--- src/rtl/g3_isa_pkg.sv ---
// g3_isa_pkg: G3 opcode encodings, legality check and fetch state type.
package g3_isa_pkg;
  typedef enum logic [4:0] {
    OP_ADD  = 5'b00000, OP_SUB  = 5'b00001, OP_MUL  = 5'b00010,
    OP_LDR  = 5'b00100, OP_STR  = 5'b00101,
    OP_FADD = 5'b01000, OP_FSUB = 5'b01001, OP_FMUL = 5'b01010,
    OP_FLDR = 5'b01100, OP_FSTR = 5'b01101,
    OP_VADD = 5'b10000, OP_VSUB = 5'b10001, OP_VMUL = 5'b10010,
    OP_VLDR = 5'b10100, OP_VSTR = 5'b10101,
    OP_MOVI = 5'b11000, OP_MOVR = 5'b11001,
    OP_CMP  = 5'b11100, OP_B    = 5'b11101, OP_BLT  = 5'b11110
  } opcode_e;
  typedef enum logic [1:0] {S_FETCH, S_WAIT, S_HOLD} fetch_state_e;
  function automatic logic is_legal_opcode(input logic [4:0] op);
    return op inside {OP_ADD, OP_SUB, OP_MUL, OP_LDR, OP_STR,
                      OP_FADD, OP_FSUB, OP_FMUL, OP_FLDR, OP_FSTR,
                      OP_VADD, OP_VSUB, OP_VMUL, OP_VLDR, OP_VSTR,
                      OP_MOVI, OP_MOVR, OP_CMP, OP_B, OP_BLT};
  endfunction
endpackage

--- src/rtl/g3_fetch_skid.sv ---
// g3_fetch_skid: one-entry parking register for a response that arrives while IF/ID is stalled.
module g3_fetch_skid #(
  parameter int ADDR_W  = 32,
  parameter int INSTR_W = 32
) (
  input  logic               clk,
  input  logic               rst,
  input  logic               load_i,
  input  logic               drain_i,
  input  logic               flush_i,
  input  logic [ADDR_W-1:0]  pc_i,
  input  logic [INSTR_W-1:0] instr_i,
  output logic               valid_o,
  output logic [ADDR_W-1:0]  pc_o,
  output logic [INSTR_W-1:0] instr_o
);
  logic valid_q, valid_d;
  logic [ADDR_W-1:0] pc_q;
  logic [INSTR_W-1:0] instr_q;
  assign valid_d = flush_i ? 1'b0 : load_i ? 1'b1 : drain_i ? 1'b0 : valid_q;
  always_ff @(posedge clk or negedge rst) begin
    if (!rst) begin
      valid_q <= 1'b0;
      pc_q    <= '0;
      instr_q <= '0;
    end else begin
      valid_q <= valid_d;
      if (load_i) begin
        pc_q    <= pc_i;
        instr_q <= instr_i;
      end
    end
  end
  assign valid_o = valid_q;
  assign pc_o    = pc_q;
  assign instr_o = instr_q;
endmodule

--- src/rtl/g3_fetch_unit.sv ---
// g3_fetch_unit: PC, single-outstanding imem requests and the IF/ID slot feeding decode.
module g3_fetch_unit
  import g3_isa_pkg::*;
#(
  parameter int          ADDR_W   = 32,
  parameter int          INSTR_W  = 32,
  parameter logic [ADDR_W-1:0] RESET_PC = '0
) (
  input  logic               clk,
  input  logic               rst,
  output logic               imem_req,
  output logic [ADDR_W-1:0]  imem_addr,
  input  logic               imem_gnt,
  input  logic               imem_rvalid,
  input  logic [INSTR_W-1:0] imem_rdata,
  input  logic               id_stall,
  input  logic               branch_taken,
  input  logic [ADDR_W-1:0]  branch_target,
  output logic               if_valid,
  output logic [ADDR_W-1:0]  if_pc,
  output logic [INSTR_W-1:0] if_instr,
  output logic [4:0]         if_opcode,
  output logic               if_illegal
);
  fetch_state_e state_q, state_d;
  logic [ADDR_W-1:0] pc_q, pc_d, if_pc_q, if_pc_d, skid_pc;
  logic [INSTR_W-1:0] if_instr_q, if_instr_d, skid_instr;
  logic if_valid_q, if_valid_d, kill_q, kill_d, started_q;
  logic grant, slot_free, skid_load, skid_drain, skid_valid;

  // Requests start one edge after reset release, never while reset is held.
  assign imem_req  = started_q && state_q == S_FETCH;
  assign imem_addr = pc_q;
  assign grant     = imem_req && imem_gnt;
  assign slot_free = !if_valid_q || !id_stall;

  always_comb begin
    state_d    = state_q;
    pc_d       = pc_q;
    kill_d     = kill_q;
    if_pc_d    = if_pc_q;
    if_instr_d = if_instr_q;
    if_valid_d = if_valid_q && id_stall;
    skid_load  = 1'b0;
    skid_drain = 1'b0;
    if (branch_taken) begin
      pc_d       = branch_target & ~ADDR_W'(3);
      if_valid_d = 1'b0;
      // A response landing in the redirect cycle is already dropped, so no kill is owed.
      kill_d     = (state_q == S_WAIT && !imem_rvalid) || (state_q == S_FETCH && grant);
      state_d    = kill_d ? S_WAIT : S_FETCH;
    end else begin
      case (state_q)
        S_FETCH: state_d = grant ? S_WAIT : S_FETCH;
        S_WAIT: if (imem_rvalid) begin
          state_d = S_FETCH;
          kill_d  = 1'b0;
          if (!kill_q) begin
            pc_d = pc_q + ADDR_W'(4);
            if (slot_free) begin
              if_valid_d = 1'b1;
              if_pc_d    = pc_q;
              if_instr_d = imem_rdata;
            end else begin
              skid_load = 1'b1;
              state_d   = S_HOLD;
            end
          end
        end
        S_HOLD: if (!id_stall) begin
          if_valid_d = skid_valid;
          if_pc_d    = skid_pc;
          if_instr_d = skid_instr;
          skid_drain = 1'b1;
          state_d    = S_FETCH;
        end
        default: state_d = S_FETCH;
      endcase
    end
  end

  always_ff @(posedge clk or negedge rst) begin
    if (!rst) begin
      state_q    <= S_FETCH;
      pc_q       <= RESET_PC;
      kill_q     <= 1'b0;
      started_q  <= 1'b0;
      if_valid_q <= 1'b0;
      if_pc_q    <= '0;
      if_instr_q <= '0;
    end else begin
      state_q    <= state_d;
      pc_q       <= pc_d;
      kill_q     <= kill_d;
      started_q  <= 1'b1;
      if_valid_q <= if_valid_d;
      if_pc_q    <= if_pc_d;
      if_instr_q <= if_instr_d;
    end
  end

  g3_fetch_skid #(.ADDR_W(ADDR_W), .INSTR_W(INSTR_W)) u_skid (
    .clk     (clk),
    .rst     (rst),
    .load_i  (skid_load),
    .drain_i (skid_drain),
    .flush_i (branch_taken),
    .pc_i    (pc_q),
    .instr_i (imem_rdata),
    .valid_o (skid_valid),
    .pc_o    (skid_pc),
    .instr_o (skid_instr)
  );

  assign if_valid   = if_valid_q;
  assign if_pc      = if_pc_q;
  assign if_instr   = if_instr_q;
  assign if_opcode  = if_instr_q[INSTR_W-1 -: 5];
  assign if_illegal = if_valid_q && !is_legal_opcode(if_opcode);
endmodule

--- config.mk ---
export PLATFORM = sky130hd
export DESIGN_NAME = g3_fetch_unit
export DESIGN_NICKNAME = d
export VERILOG_FILES = /design/src/rtl/g3_isa_pkg.sv /design/src/rtl/g3_fetch_skid.sv /design/src/rtl/g3_fetch_unit.sv
export SDC_FILE = /design/constraint.sdc
export NUM_CORES = 1
export LEC_CHECK = 0
export BUFFER_PORTS_ARGS = -buffer_cell sky130_fd_sc_hd__buf_4
export CORE_UTILIZATION = 45
export DETAILED_ROUTE_END_ITERATION = 10
export GPL_TIMING_DRIVEN = 0
export MAX_ROUTING_LAYER = met4
export PLACE_DENSITY = 0.7
export SLEW_MARGIN = 20
export SYNTH_ARGS = -nofsm -noshare
export SYNTH_HDL_FRONTEND = slang
export SYNTH_SLANG_ARGS = --single-unit
--- constraint.sdc ---
create_clock -name clk -period 3.2 [get_ports clk]
set_input_delay 0.64 -clock clk [delete_from_list [all_inputs] [get_ports clk]]
set_output_delay 0.64 -clock clk [all_outputs]
set_load 0.01 [all_outputs]
==> flow_summary.yaml <==
outcome:
  status: "complete, no violations"
floorplan:
  rows: 46
  ios: 174
  die_x_um: 130
  die-area_um2: 16800
  start_util_pct: 46.2
  core_um2: 15900
  die_h_um: 130
cts:
  insertion_delay_ps: 420
  cts_max_path_buffers: 2
  ctsHoldBuffers: 0
  cts-buffers-inserted: 17
  root_buffer: "clkbuf_16"
  ctsResizeCount: 0
  cts_setup_buffers: 0
  path_clk_slew_ps: 60
  cts_tree: "built"
  cts.sinks: 160
  htreeDepth: 4
sta:
  hold_slack_ps: 137
  finalCriticalPeriod_ps: 2840
  slew_violations: 0
  worst_slew_pin_slew_ps: 856
  finalHoldViolCount: 0
  fin_crit_sh_pct: 88.9
  max_slew_margin_pct: 43.0
  fin_setup_tns_ps: 0
  setup_viol: 0
  rsz0062_at_grt: "no"
  fin_worst_skew_ps: 7.44
  timing.fmax_mhz: 352
setup_path:
  ff2ff_path_depth: 8
  path_class: "flip-flop to flip-flop"
  start_kind: "flip-flop"
  worstPathArrival_ps: 3180
  crit_path_top_delay_cell: "o2111ai_1"
  cp.depth: 8
  path_max_fanout: 10
  end_kind: "flip-flop"
  cp_top_family: "buffers and inverters"
  cp.required_ps: 3540
  crit_buf_inv: 4
  crit_path_max_incr_delay_ps: 620
  path_cells: "inv_1, ha_1, inv_1, o2111ai_1, clkbuf_1, clkbuf_1, nand2_1, o21ai_0"
grt:
  grt_util_all_layers_pct: 24.0
  grt_overflow: 0
  antenna_found_initial: 0
  grt_max_degree: 103
  grt_pass1_vias: 5712
  grt_pass1_wl_um: 29700
yosys:
  ys.flop_type: "dfrtp_1"
  synth_area_um2: 7340
  ys_seq_area_share_pct: 54.6
  yosys.area.top_type: "dfrtp_1"
  synth.avg_cell_area_um2: 11.1
  synthCells: 662
  synth.distinct_cells: 45
  yosys_warnings: 0
  synth.area.top_cells: "dfrtp_1, mux2_2, mux2i_1"
  ys_seq_elements: 160
  synth_edf_count: 0
  yosysTopAreaCellShare_pct: 54.6
  ys_async_sr_fraction_pct: 100
pwr:
  irDropWorstVdd_mv: 0.379
  p_leak_nw: 4.39
  powerDensity_nw_per_um2: 615
routing:
  viasPerCell: 5.36
  wl_um: 18800
  postRouteAntennaNets: 0
  via_count: 5793
  dr.pass1.iters: 5
  remaining_drc_errors: 0
  drt_iter0_markers: 351
  wire_per_inst_um: 17.4
finish:
  drive_gt1_share_pct: 32.5
  nets: 925
  syn_to_final_growth_pct: 29.3
  antenna_cells: 0
placement:
  gp_congestion: 0.832
  post-dp-hpwl_um: 13600
  io_buffer_count: 166
run:
  maxCapViolCount: 0
hold_path:
  hp-class: "input pin to async pin"
-- registers in the layout, indices dropped and copies added (netlist names) --
name,cells
if_pc,30
u_skid.valid_o,1
imem_addr,30
u_skid.instr_o,32
started_q,1
u_skid.pc_o,30
if_instr,32
if_valid,1
kill_q,1
state_q,2
-- Yosys cell counts (3+ instances only) --
| master | instances |
|---|---|
| o31ai_1 | 14 |
| nor2_1 | 20 |
| mux2_2 | 62 |
| nor3_1 | 3 |
| mux2i_1 | 65 |
| and3_1 | 5 |
| nand2_1 | 88 |
| or3_1 | 3 |
| buf_4 | 9 |
| dfrtp_1 | 160 |
| xor2_1 | 3 |
| xnor2_1 | 8 |
| and2_1 | 3 |
| inv_1 | 11 |
| ha_1 | 4 |
| nand4_1 | 10 |
| a31oi_1 | 18 |
| a21oi_1 | 4 |
| clkbuf_1 | 36 |
| nand3_1 | 11 |
| buf_2 | 4 |
| o21ai_0 | 77 |
| nor4_1 | 5 |
| or4_1 | 15 |
-- routing by layer --
metal  GRT usage (%)  routed length (µm)
met4            8.69                 301
met5               -                   0
met1            30.8                8560
met3            4.43                1020
met2            38.1                8930
-- stage by stage --
| step | area [µm²] | std cells | util [%] | power, mW | setup WS (ps) |
|---|---|---|---|---|---|
| 2_1_floorplan | 7350 | 665 | - | 3.10 | 1010 |
| 6_report | 9490 | 1080 | 59.7 | 5.84 | 357 |
| 3_5_place_dp | 8900 | 1048 | 56.0 | 3.86 | 354 |
| 4_1_cts | 9490 | 1080 | 59.7 | 5.88 | 325 |
| 3_3_place_gp | 8870 | 1047 | 55.8 | 3.80 | 502 |
| 5_1_grt | 9490 | 1080 | 59.7 | 6.13 | 162 |
-- report_power, final --
part           switching (mW)  internal [mW]
Combinational           0.597          0.630
Clock                   0.808           1.21
Sequential              0.255           2.34
-- area by class of cell --
class	instances	area [µm²]
Fill cell	1301	6400
Sequential cell	160	4000
Multi-Input combinational cell	442	3060
Timing Repair Buffer	167	1280
Clock buffer	23	478
Tap cell	216	270
Buffer	51	239
Clock inverter	9	108
Inverter	12	45.0
-- cell usage in the layout, fill, tap and decap left out, types with 3 or more instances in the layout --
| master | instances |
|---|---|
| xor2_1 | 3 |
| a21oi_1 | 4 |
| conb_1 | 5 |
| or3_1 | 3 |
| inv_1 | 11 |
| dfrtp_1 | 160 |
| nand2_1 | 88 |
| nor2_1 | 20 |
| clkbuf_8 | 3 |
| mux2i_1 | 65 |
| clkbuf_16 | 17 |
| mux2_2 | 62 |
| nor3_1 | 3 |
| clkinv_2 | 3 |
| ha_1 | 4 |
| a31oi_1 | 18 |
| and2_1 | 3 |
| xnor2_1 | 8 |
| o21ai_0 | 77 |
| nand3_1 | 11 |
| o31ai_1 | 14 |
| or4_1 | 15 |
| nor4_1 | 5 |
| clkbuf_1 | 39 |
| buf_2 | 4 |
| buf_4 | 174 |
| nand4_1 | 10 |
| and3_1 | 5 |
-- path summary, 6_finish.rpt --
check | from | to | slack (ps)
worst min-delay path | rst | if_instr[10] | 140
max in group asynchronous | rst | imem_addr[23] | 2190
worst min register to register | if_instr[12] | if_instr[12] | 480
min in group clk | branch_target[7] | imem_addr[7] | 420
worst max register to register | state_q[1] | if_pc[18] | 360
worst max-delay path | state_q[1] | if_pc[18] | 360
-- logic make-up after synthesis --
logic type,synth area share (%)
muxes,18.4
and+or+nand+nor,11.8
AOI/OAI and AO/OA,9.34
buffers and inverters,3.87
other,0.102
DFF,54.6
adders and majority gates,0.682
xor gates and xnor gates,1.31
Note: power is estimated with default switching activity, not from simulation.
